`src/rtl/csat_sched_pkg.sv`:
```
`default_nettype none
// ============================================================================
// Module      : csat_sched_pkg
// Description : Shared types and default widths for the CSAT enumeration
//               scheduler and its tag pipeline.
// Revision    : 1.0 - initial release
// ============================================================================
package csat_sched_pkg;

  // Default candidate width: a[7:0] and b[4:0] packed as {a,b}
  localparam int c_def_n_in  = 13;
  // Default checker latency from cand_valid to sat_valid
  localparam int c_def_lat   = 2;
  // One extra bit so a full 2^N_IN sweep can be counted without wrap
  localparam int c_def_cnt_w = c_def_n_in + 1;

  // Search controller states
  typedef enum logic [1:0] {
    IDLE  = 2'd0,
    RUN   = 2'd1,
    DRAIN = 2'd2,
    DONE  = 2'd3
  } sched_state_e;

endpackage : csat_sched_pkg
`default_nettype wire

```
`src/rtl/csat_tag_pipe.sv`:
```
`default_nettype none
// ============================================================================
// Module      : csat_tag_pipe
// Description : DEPTH-deep shift register of {valid,tag}. Carries each issued
//               candidate alongside the checker so the returning result can be
//               attributed to it. Bubbles travel as valid=0 entries.
// Revision    : 1.0 - initial release
// ============================================================================
module csat_tag_pipe #(
  parameter int W     = 13,
  parameter int DEPTH = 2
) (
  input  logic         clk,
  input  logic         rst_n,
  input  logic         in_valid,
  input  logic [W-1:0] in_tag,
  output logic         tail_valid,
  output logic [W-1:0] tail_tag,
  output logic         empty,
  output logic         head_empty
);

  logic [DEPTH-1:0] r_valid;
  logic [W-1:0]     r_tag [DEPTH];

  // Shift every stage by one each cycle; stage 0 takes the new issue or a bubble
  always_ff @(posedge clk or negedge rst_n) begin
    if (!rst_n) begin
      r_valid <= '0;
      for (int i = 0; i < DEPTH; i++) begin
        r_tag[i] <= '0;
      end
    end else begin
      r_valid[0] <= in_valid;
      r_tag[0]   <= in_tag;
      for (int i = 1; i < DEPTH; i++) begin
        r_valid[i] <= r_valid[i-1];
        r_tag[i]   <= r_tag[i-1];
      end
    end
  end

  assign tail_valid = r_valid[DEPTH-1];
  assign tail_tag   = r_tag[DEPTH-1];
  assign empty      = ~|r_valid;

  // head_empty: nothing in flight behind the tail entry
  generate
    if (DEPTH > 1) begin : g_head
      assign head_empty = ~|r_valid[DEPTH-2:0];
    end else begin : g_head_none
      assign head_empty = 1'b1;
    end
  endgenerate

endmodule : csat_tag_pipe
`default_nettype wire

```
`src/rtl/csat_enum_scheduler.sv`:
```
`default_nettype none
// ============================================================================
// Module      : csat_enum_scheduler
// Description : Sequential search controller for a combinational CSAT miter.
//               Issues candidates base..limit one per cycle to a fixed-latency
//               checker, attributes returned sat bits via a tag pipeline and
//               stops on the first hit, on exhaustion, or on abort.
// Revision    : 1.0 - initial release
// ============================================================================
module csat_enum_scheduler
  import csat_sched_pkg::*;
#(
  parameter int N_IN  = c_def_n_in,
  parameter int LAT   = c_def_lat,
  parameter int CNT_W = N_IN + 1
) (
  input  logic             clk,
  input  logic             rst_n,
  input  logic             start,
  input  logic             abort,
  input  logic             pause,
  input  logic [N_IN-1:0]  base,
  input  logic [N_IN-1:0]  limit,
  output logic [N_IN-1:0]  cand,
  output logic             cand_valid,
  input  logic             sat_in,
  input  logic             sat_valid,
  output logic             busy,
  output logic             done,
  output logic             found,
  output logic             aborted,
  output logic [N_IN-1:0]  solution,
  output logic [CNT_W-1:0] tried
);

  sched_state_e     r_state;
  sched_state_e     w_next_state;

  logic [N_IN-1:0]  r_ptr;
  logic [N_IN-1:0]  r_limit;
  logic [N_IN-1:0]  r_solution;
  logic             r_found;
  logic             r_aborted;
  logic [CNT_W-1:0] r_tried;

  logic             w_active;
  logic             w_kill;
  logic             w_retire;
  logic             w_hit;
  logic             w_at_limit;

  logic             w_tail_valid;
  logic [N_IN-1:0]  w_tail_tag;
  logic             w_pipe_empty;
  logic             w_head_empty;

  // Abort dominates both issue and retirement in the cycle it is seen
  assign w_active   = (r_state == RUN) || (r_state == DRAIN);
  assign w_kill     = w_active && abort;
  assign w_retire   = w_active && !abort && sat_valid;
  assign w_hit      = w_retire && sat_in;
  // Compare before incrementing so limit = all-ones never wraps the pointer
  assign w_at_limit = (r_ptr == r_limit);

  csat_tag_pipe #(
    .W     (N_IN),
    .DEPTH (LAT)
  ) u_tag_pipe (
    .clk        (clk),
    .rst_n      (rst_n),
    .in_valid   (cand_valid),
    .in_tag     (r_ptr),
    .tail_valid (w_tail_valid),
    .tail_tag   (w_tail_tag),
    .empty      (w_pipe_empty),
    .head_empty (w_head_empty)
  );

  // State register
  always_ff @(posedge clk or negedge rst_n) begin
    if (!rst_n) begin
      r_state <= IDLE;
    end else begin
      r_state <= w_next_state;
    end
  end

  // Next-state decode; a hit ends the search ahead of reaching the limit
  always_comb begin
    w_next_state = r_state;
    case (r_state)
      IDLE: begin
        if (start) begin
          w_next_state = (base > limit) ? DONE : RUN;
        end
      end
      RUN: begin
        if (w_kill || w_hit) begin
          w_next_state = DONE;
        end else if (cand_valid && w_at_limit) begin
          w_next_state = DRAIN;
        end
      end
      DRAIN: begin
        // Leave once nothing remains behind the entry retiring this cycle
        if (w_kill || w_hit || w_head_empty || w_pipe_empty) begin
          w_next_state = DONE;
        end
      end
      DONE: begin
        w_next_state = IDLE;
      end
      default: begin
        w_next_state = IDLE;
      end
    endcase
  end

  // State-decoded outputs; issue is suppressed by pause and by abort
  always_comb begin
    cand_valid = 1'b0;
    busy       = 1'b0;
    done       = 1'b0;
    case (r_state)
      RUN: begin
        busy       = 1'b1;
        cand_valid = !pause && !abort;
      end
      DRAIN: begin
        busy = 1'b1;
      end
      DONE: begin
        busy = 1'b1;
        done = 1'b1;
      end
      default: begin
        busy = 1'b0;
      end
    endcase
  end

  // Search datapath: pointer, bounds, result flags and retirement counter
  always_ff @(posedge clk or negedge rst_n) begin
    if (!rst_n) begin
      r_ptr      <= '0;
      r_limit    <= '0;
      r_solution <= '0;
      r_found    <= 1'b0;
      r_aborted  <= 1'b0;
      r_tried    <= '0;
    end else begin
      if ((r_state == IDLE) && start) begin
        r_ptr     <= base;
        r_limit   <= limit;
        r_found   <= 1'b0;
        r_aborted <= 1'b0;
        r_tried   <= '0;
      end
      if (cand_valid && !w_at_limit) begin
        r_ptr <= r_ptr + N_IN'(1);
      end
      if (w_retire) begin
        r_tried <= r_tried + CNT_W'(1);
      end
      if (w_hit) begin
        r_found    <= 1'b1;
        r_solution <= w_tail_tag;
      end
      if (w_kill) begin
        r_aborted <= 1'b1;
        r_found   <= 1'b0;
      end
    end
  end

  assign cand     = r_ptr;
  assign found    = r_found;
  assign aborted  = r_aborted;
  assign solution = r_solution;
  assign tried    = r_tried;

  // A returning result must line up with a live tag leaving the pipe
  a_lat_align : assert property (@(posedge clk) disable iff (!rst_n)
                                 sat_valid == w_tail_valid);

endmodule : csat_enum_scheduler
`default_nettype wire

```
`config.mk`:
```
export PLATFORM = sky130hd
export DESIGN_NAME = csat_enum_scheduler
export DESIGN_NICKNAME = d
export VERILOG_FILES = /design/src/rtl/csat_sched_pkg.sv /design/src/rtl/csat_tag_pipe.sv /design/src/rtl/csat_enum_scheduler.sv
export SDC_FILE = /design/constraint.sdc
export NUM_CORES = 1
export LEC_CHECK = 0
export CORE_ASPECT_RATIO = 2
export CORE_MARGIN = 2
export CORE_UTILIZATION = 45
export DETAILED_ROUTE_END_ITERATION = 16
export HOLD_SLACK_MARGIN = 0.1
export PLACE_DENSITY_LB_ADDON = 0.05
export SLEW_MARGIN = 20
export SYNTH_ARGS = -nofsm -noshare
export SYNTH_HDL_FRONTEND = slang
export SYNTH_SLANG_ARGS = --single-unit
```
`constraint.sdc`:
```
create_clock -name clk -period 2.2 [get_ports clk]
set_input_delay 0.22 -clock clk [delete_from_list [all_inputs] [get_ports clk]]
set_output_delay 0.22 -clock clk [all_outputs]
set_load 0.05 [all_outputs]
```
* After elaboration in Yosys (flattened, before gate mapping) *
Index checks and enable logic that the tools add are counted.

storage, ports and cells
  register bits = 85
  input bits = 33
  output and inout bits = 45
  logic and storage cells = 62

operators by class
  add/sub/neg operators = 2
  magnitude comparators = 1
  equal/unequal tests = 7
  mux-type cells = 17
  reductions and logical operators = 25

operator list
  kind                   count
  $mux 14                2
  $mux 13                2
  $add 14x1->14 const B  1
  $add 13x1->13 const B  1
  $eq 13x13->1           1
  $gt 13x13->1           1
  $mux 2                 5
  $logic_and 1x1->1      8
  $pmux 2 s4             1
  $mux 1                 7
  $reduce_bool 2->1      3
  $logic_not 1->1        5
  $eq 2x2->1 const B     2
  $logic_or 1x1->1       4
  $ne 3x1->1 const B     1
  $reduce_and 3->1       1
  $reduce_bool 3->1      1
  $reduce_or 3->1        1
  $eq 2x1->1 const B     1
  $logic_not 2->1        1
  $ne 2x1->1 const B     1
  $ne 2x2->1 const B     1
  $reduce_or 2->1        1

* Longest topological paths before layout *
Gate-level depths: netlist of run 1.

  word-level depth = 10
  gate-level depth with buffers = 8

* Hierarchy *
A second synthesis of run 1 with hierarchy kept.

unflattened totals
  cells, all modules = 380
  area total of the unflattened synthesis = 3995.1 µm²

modules (own cells, without submodules)
  module               instances  cells each  area each (µm²)  seq. area each (µm²)
  csat_enum_scheduler  1          337         3189.3           1426.4
  csat_tag_pipe        1          43          805.8            700.7

* Worst setup path after synthesis of run 1 *
Ideal clock, no wire load.

  path type = register -> register
  start point = register r_state[1]
  end point = register r_ptr[2] (netlist: cand[2])
  setup time = 0.123 ns
  arrival time = 2.316 ns
  path slack = -0.238 ns
  stages on the path, launching flop included = 8
  buffers on the path = 1
  path through = dfrtp_1 > inv_1 > ha_1 > nor3b_2 > nand2_2 > buf_4 > o21a_1 > o221a_2

on the way
  longest elaborated chain between the ends = 4
  elaborated cells on any way between the ends = 7

ends and longest elaborated chain
  element                                       line                        text
  start: declaration                            csat_enum_scheduler.sv:36   sched_state_e r_state;
  start signal: assignment                      csat_enum_scheduler.sv:84   r_state <= w_next_state;
  $eq 2x1->1 *                                  csat_enum_scheduler.sv:124  case (r_state)
  $mux 1 *                                      csat_enum_scheduler.sv:124
  net cand_valid                                csat_enum_scheduler.sv:25   output logic cand_valid,
  $logic_and 1x1->1 *                           csat_enum_scheduler.sv:159  if (cand_valid && !w_at_limit) begin
  $mux 13 or $reduce_bool 2->1 (tied branches)  -
  end signal: assignment                        csat_enum_scheduler.sv:153  r_ptr <= base;
  end signal: assignment                        csat_enum_scheduler.sv:160  r_ptr <= r_ptr + N_IN'(1);
  end: declaration                              csat_enum_scheduler.sv:39   logic [N_IN-1:0] r_ptr;

The timed path passes the listed nets; every way through them passes the cells marked *.
A chain may end at the register's enable or synchronous reset.

* Worst setup path in the final report of run 1 *
  start point = register r_ptr[4] (netlist: cand[4])
  end point = register r_ptr[2] (netlist: cand[2])

on the way
  longest elaborated chain between the ends = 4
  elaborated cells on any way between the ends = 5

ends and longest elaborated chain
  element                                       line                        text
  $eq 13x13->1 *                                csat_enum_scheduler.sv:63   assign w_at_limit = (r_ptr == r_limit);
  $logic_not 1->1 *                             csat_enum_scheduler.sv:159
  $logic_and 1x1->1 *                           csat_enum_scheduler.sv:159
  $mux 13 or $reduce_bool 2->1 (tied branches)  -

Mark *: on every way between the ends. The rest lies on a longest branch, timed or not.

==> metrics.txt, run 1 <==
outcome=finished clean; Power Density=1422 mW/mm2; CP Class=flop to flop; pin count of the biggest net entering global routing=47; Slew headroom=59.69%; syn avg cell area=10.70 um2; vias in the first global route=3138; commonest cells in the netlist=dfrtp_1, nand2_1, o21ai_0; VDD IR max=0.8872 mV; initial core utilization=45.53%; initial antenna violation count=0; Area contributors post-synth=dfrtp_1, ha_1, o21ai_0; Synth Flop Type=dfrtp_1; most frequent cell after synthesis=dfrtp_1; Inserted Clock Buffers=9; total wire length=9.536 mm; post-synthesis sequential area ratio=54.14%; post-synthesis net count=416; first-pass GRT wire length=15.57 mm; RR Startpoint=cand[4]$_DFFE_PN0P_; Slowest cell on crit path=dfrtp_1; Syn. warnings=0; Final setup viols=0; clk sinks=84; critical-path cell list=xor2_1 -> nor4_2 -> nand4_2 -> nand2_2 -> nand3_1 -> o221a_2; final worst slack=40.72 ps; Period minus WS final=2159 ps; FF+latch count, synth=84; Yosys top cell area share=54.14%; critical path data required time=2420 ps; core box area=0.008528 mm2; Max Cap Viol=0; post-synth top area cell=dfrtp_1; Slew @ Worst Pin=604.7 ps; fin. max-slew vios=0; Fmax=463.1 MHz; Static Leak=2.355 nW; non-filler cells, final=571; drc violations=0; final core utilization=62.03%; hold path start=u_tag_pipe.r_tag[18]$_DFF_PN0_; CP Capture Type=flop; Fin Clk Skew=7.186 ps; insertion delay to the later sink of the worst-skew pair=340 ps; die height=135.4 um; Die Footprint=0.009432 mm2; Buffers on Ports=77; Overflow after GRT=0; Final Hold Violating Endpoints=0; CTS tree=done; H-tree depth=3; Post-Syn Area=0.003882 mm2; layout cells sized above 1=14.65%; hold_ws=348.7 ps; CP max stage delay=430 ps; worst min-delay path endpoint=u_tag_pipe.tail_tag[5]$_DFF_PN0_; FP Rows=48; Worst-path clk slew=60 ps; RSZ-0062 raised after global routing=no; FFs w/ async S/R, synth=100.0%; CP max FO=6; Reg2Reg Setup Slack=40 ps; CTS root buf=clkbuf_16; routed vias=3158; Initial DRT Pass Iterations=4; library cells used by synthesis=44; Crit Reg-Reg Endpoint=cand[2]$_DFFE_PN0P_; aggregate negative setup slack=0 ps; # Post-CTS Setup Buffers=0; worst hold path class=flop to flop; Post-Place Cells=554; Final Wtd Congestion=0.8010; reg2reg path depth=6; EDFF count, synth=0; Clock Path Buffers=2; Avg Vias per Cell=5.531; Die X=69.68 um; worst endpoint data arrival time=2380 ps; Routed wire per std cell=16.70 um; I/O Pins=78; layout net count=519; pre-CTS WS=65.53 ps; DPL Wire Length=7.228 mm; hold path depth=0; Detailed Route Iter0 Violations=169; Startpoint Class=flop; post-route ant nets=0; GRT Overall Usage=21.37%; synthesis-to-layout area growth=36.26%; Ant. Diodes=0; final worst-path cycle share=98.15%; Synth Instances=363
-- routing by layer --
metal  global-route usage, %  share of wire, %
met1                   24.55                38
met2                   37.55                54
met3                   4.092               4.0
met4                   11.00               4.0
met5                       0                 0
-- where the power goes --
part | total [W] | switching (W) | internal [W]
registers | 0.00251 | 0.000373 | 0.00214
clock network | 0.00166 | 0.000648 | 0.00101
logic | 0.00335 | 0.00207 | 0.00128
-- cell families (layout without fill, tap and decap cells) --
family / Yosys count / in the layout / synth area share (%)
DFF: 84 / 84 / 54.14
xor gates and xnor gates: 14 / 14 / 3.158
and+or+nand+nor: 116 / 116 / 15.11
adders and majority gates: 20 / 20 / 6.445
muxes: 16 / 16 / 4.576
buffers and inverters: 34 / 142 / 3.674
AOI/OAI and AO/OA: 79 / 79 / 12.89
-- layout make-up --
class | instances | area (um2)
fillers | 729 | 3238
flip-flops and latches | 84 | 2102
multi-input cells | 245 | 1650
repair buffers | 102 | 991.0
clock buffers | 9 | 225.2
well taps | 100 | 125.1
clock inverters | 7 | 106.4
inverters | 24 | 90.09
-- stage by stage --
step	area (um2)	power, W
5_1_grt	5290	0.007934
2_1_floorplan	3889	0.004614
6_report	5290	0.007524
3_3_place_gp	4942	0.005830
4_1_cts	5284	0.007587
3_5_place_dp	4942	0.005894
-- state kept, by name, summed over array words and instances (netlist names) --
name	cells
tried	14
cand	13
r_limit	13
solution	13
u_tag_pipe.r_tag	13
u_tag_pipe.tail_tag	13
r_state	2
aborted	1
found	1
u_tag_pipe.r_valid	1
-- worst max-delay path, delay by kind of cell, from the launching register on --
family / cells / cell delay (ps)
and+or+nand+nor: 4 / 1030
xor gates and xnor gates: 1 / 190
AOI/OAI and AO/OA: 1 / 390
DFF: 1 / 430
-- worst max path at each step --
stage / startpoint / to / cells after the start
after floorplan: r_state[1]$_DFFE_PN0P_ / cand[2]$_DFFE_PN0P_ / 7
after global placement: cand[0]$_DFFE_PN0P_ / cand[2]$_DFFE_PN0P_ / 6
after detailed placement: r_limit[10]$_DFFE_PN0P_ / cand[2]$_DFFE_PN0P_ / 6
after CTS: cand[4]$_DFFE_PN0P_ / cand[2]$_DFFE_PN0P_ / 6
after global routing: cand[0]$_DFFE_PN0P_ / cand[2]$_DFFE_PN0P_ / 6
final: cand[4]$_DFFE_PN0P_ / cand[2]$_DFFE_PN0P_ / 6
-- placed cells by master (no fill, tap or decap), types with 4 or more instances in the layout --
cell type and count:
a211oi_1 4, a21o_1 4, a21oi_1 10, and3_1 4
buf_4 24, clkbuf_16 9, clkdlybuf4s50_1 74, dfrtp_1 84
ha_1 20, inv_1 24, mux2_2 14, nand2_1 38
nand3_1 21, nand4_1 8, nor2_1 22, nor3_1 7
o21a_1 5, o21ai_0 35, o21ai_1 4, xor2_1 14
-- timing repair --
action,in CTS,in global routing
hold endpoints to repair,45,0
setup endpoints to repair,0,6
resized for setup,0,2
hold buffers,1,0
Power figures use the tool's default switching activity.
==> inputs of run 2 (changes only) <==
Settings changed: CELL_PAD_IN_SITES_DETAIL_PLACEMENT set to 2, CELL_PAD_IN_SITES_GLOBAL_PLACEMENT set to 2, CORE_UTILIZATION 45 to 33.
==> run 2 against run 1 <==
  * Core utilization down 16 points
  * Non-clock buffer count is 10 higher
  * Fmax up 0.66%
  * Largest power group unchanged
  * Clock-buffer cell count unchanged
  * Sequential cell count did not move
  * Register-to-register slack about the same
  * Power up 3.4%
==> metrics.txt, run 2 (synthesis results as in run 1) <==
Power Density=1439 mW/mm2; initial antenna violation count=0; GRT Overall Usage=22.33%; CP max FO=6; fin. max-slew vios=0; commonest non-fill, non-tap cells in the layout=dfrtp_1, clkdlybuf4s50_1, nand2_1; Ant. Diodes=0; Final Wtd Congestion=0.7812; CP Capture Type=flop; Sequential Area=0.002102 mm2; routed vias=3298; critical-path cell list=xor2_1 -> nor4_2 -> nand4_2 -> buf_4 -> nor4b_2 -> o221ai_1 -> o211ai_1; final worst-path cycle share=97.50%; CTS root buf=clkbuf_16; Inserted Clock Buffers=9; DPL Wire Length=9.846 mm; critical path data required time=2460 ps; non-filler cells, final=626; RSZ-0062 raised after global routing=yes; Overflow after GRT=0; outcome=finished clean; CP max stage delay=410 ps; first-pass GRT wire length=20.69 mm; layout cells sized above 1=16.63%; Worst Path Buf+Inv=1; worst endpoint data arrival time=2410 ps; Final setup viols=0; drc violations=0; Post-Place Cells=607; Routed wire per std cell=20.85 um; filler cell count=1290; cell family with most CP delay=simple AND/OR/NAND/NOR gates; layout net count=529; Detailed Route Iter0 Violations=90; Final Hold Violating Endpoints=0; Initial DRT Pass Iterations=4; Slowest cell on crit path=dfrtp_1; core box area=0.01163 mm2; final worst slack=54.90 ps; insertion delay to the later sink of the worst-skew pair=350 ps; Fmax=466.2 MHz; clk sinks=84; Buffers on Ports=77; Slew @ Worst Pin=542.1 ps; most common cell after layout, fill and taps aside=dfrtp_1; pre-CTS WS=-49.19 ps; initial core utilization=33.38%; Slew headroom=63.74%; Die Footprint=0.01270 mm2; Startpoint Class=flop; CTS tree=done; Period minus WS final=2145 ps; Fin Clk Skew=6.704 ps; worst hold path class=flop to flop; Max Cap Viol=0; power consumption=0.007778 W; H-tree depth=3; I/O Pins=78; area of the multi-input gates=0.001664 mm2; synthesis-to-layout area growth=39.25%; Static Leak=2.396 nW; pin count of the biggest net entering global routing=40; final core utilization=46.48%; post-route ant nets=0; Worst-path clk slew=70 ps; VDD IR max=0.6287 mV; max reg flops=14; Clock Path Buffers=2; vias in the first global route=3646; Die X=80.70 um; CP Class=flop to flop; die height=157.4 um; Avg Vias per Cell=5.268; total wire length=13.05 mm; FP Rows=56
## run 2: path summary, 6_finish.rpt
kind,from,to,slack [ps],depth (start not counted)
max in group asynchronous,rst_n,u_tag_pipe.r_tag[17]$_DFF_PN0_,1170,3
worst min register to register,u_tag_pipe.r_tag[20]$_DFF_PN0_,u_tag_pipe.tail_tag[7]$_DFF_PN0_,350,0
worst min-delay path,u_tag_pipe.r_tag[20]$_DFF_PN0_,u_tag_pipe.tail_tag[7]$_DFF_PN0_,350,0
worst max register to register,r_limit[7]$_DFFE_PN0P_,r_state[0]$_DFFE_PN0P_,50,7
min in group asynchronous,rst_n,tried[5]$_DFFE_PN0P_,390,2
worst max-delay path,r_limit[7]$_DFFE_PN0P_,r_state[0]$_DFFE_PN0P_,50,7
## run 2: report_power, final
part           internal [W]  total [W]  switching (W)  leakage [nW]
clock network      0.000917    0.00164       0.000718         0.157
registers           0.00214    0.00254       0.000397         0.987
logic               0.00135    0.00361        0.00226          1.25
total               0.00441    0.00778        0.00337          2.40
## run 2: area by class of cell
class / count / area share [%]
clock buffers: 9 / 4.166
multi-input cells: 245 / 30.78
flip-flops and latches: 84 / 38.88
repair buffers: 112 / 19.49
inverters: 24 / 1.666
clock inverters: 7 / 1.666
well taps: 145 / 3.356
## run 2: what timing repair did
action | 4_1_cts | 5_1_grt
endpoints found under the setup margin | 2 | 5
endpoints found under the hold margin | 37 | 0
hold buffers | 1 | 0
buffers inserted | 0 | 2
gates resized for setup | 1 | 3
pin swaps | 0 | 1
## run 2: per-stage QoR
stage	instance area (um2)	hold slack, ps	TNS, ps
after floorplan	3889	-75.59	0
after global placement	5046	233.3	0
after detailed placement	5046	244.5	-49.19
after CTS	5373	345.1	0
after global routing	5406	349.4	-61.33
final	5406	347.3	0
## run 2: routing by layer
layer  vias to the layer above  wire length [um]  global-route usage [%]
li1                       1508                 -                       -
met1                      1676              4438                   23.56
met2                        88              7796                   42.82
met3                        26               380                   3.096
met4                         0               437                   9.201
met5                         -                 0                       0
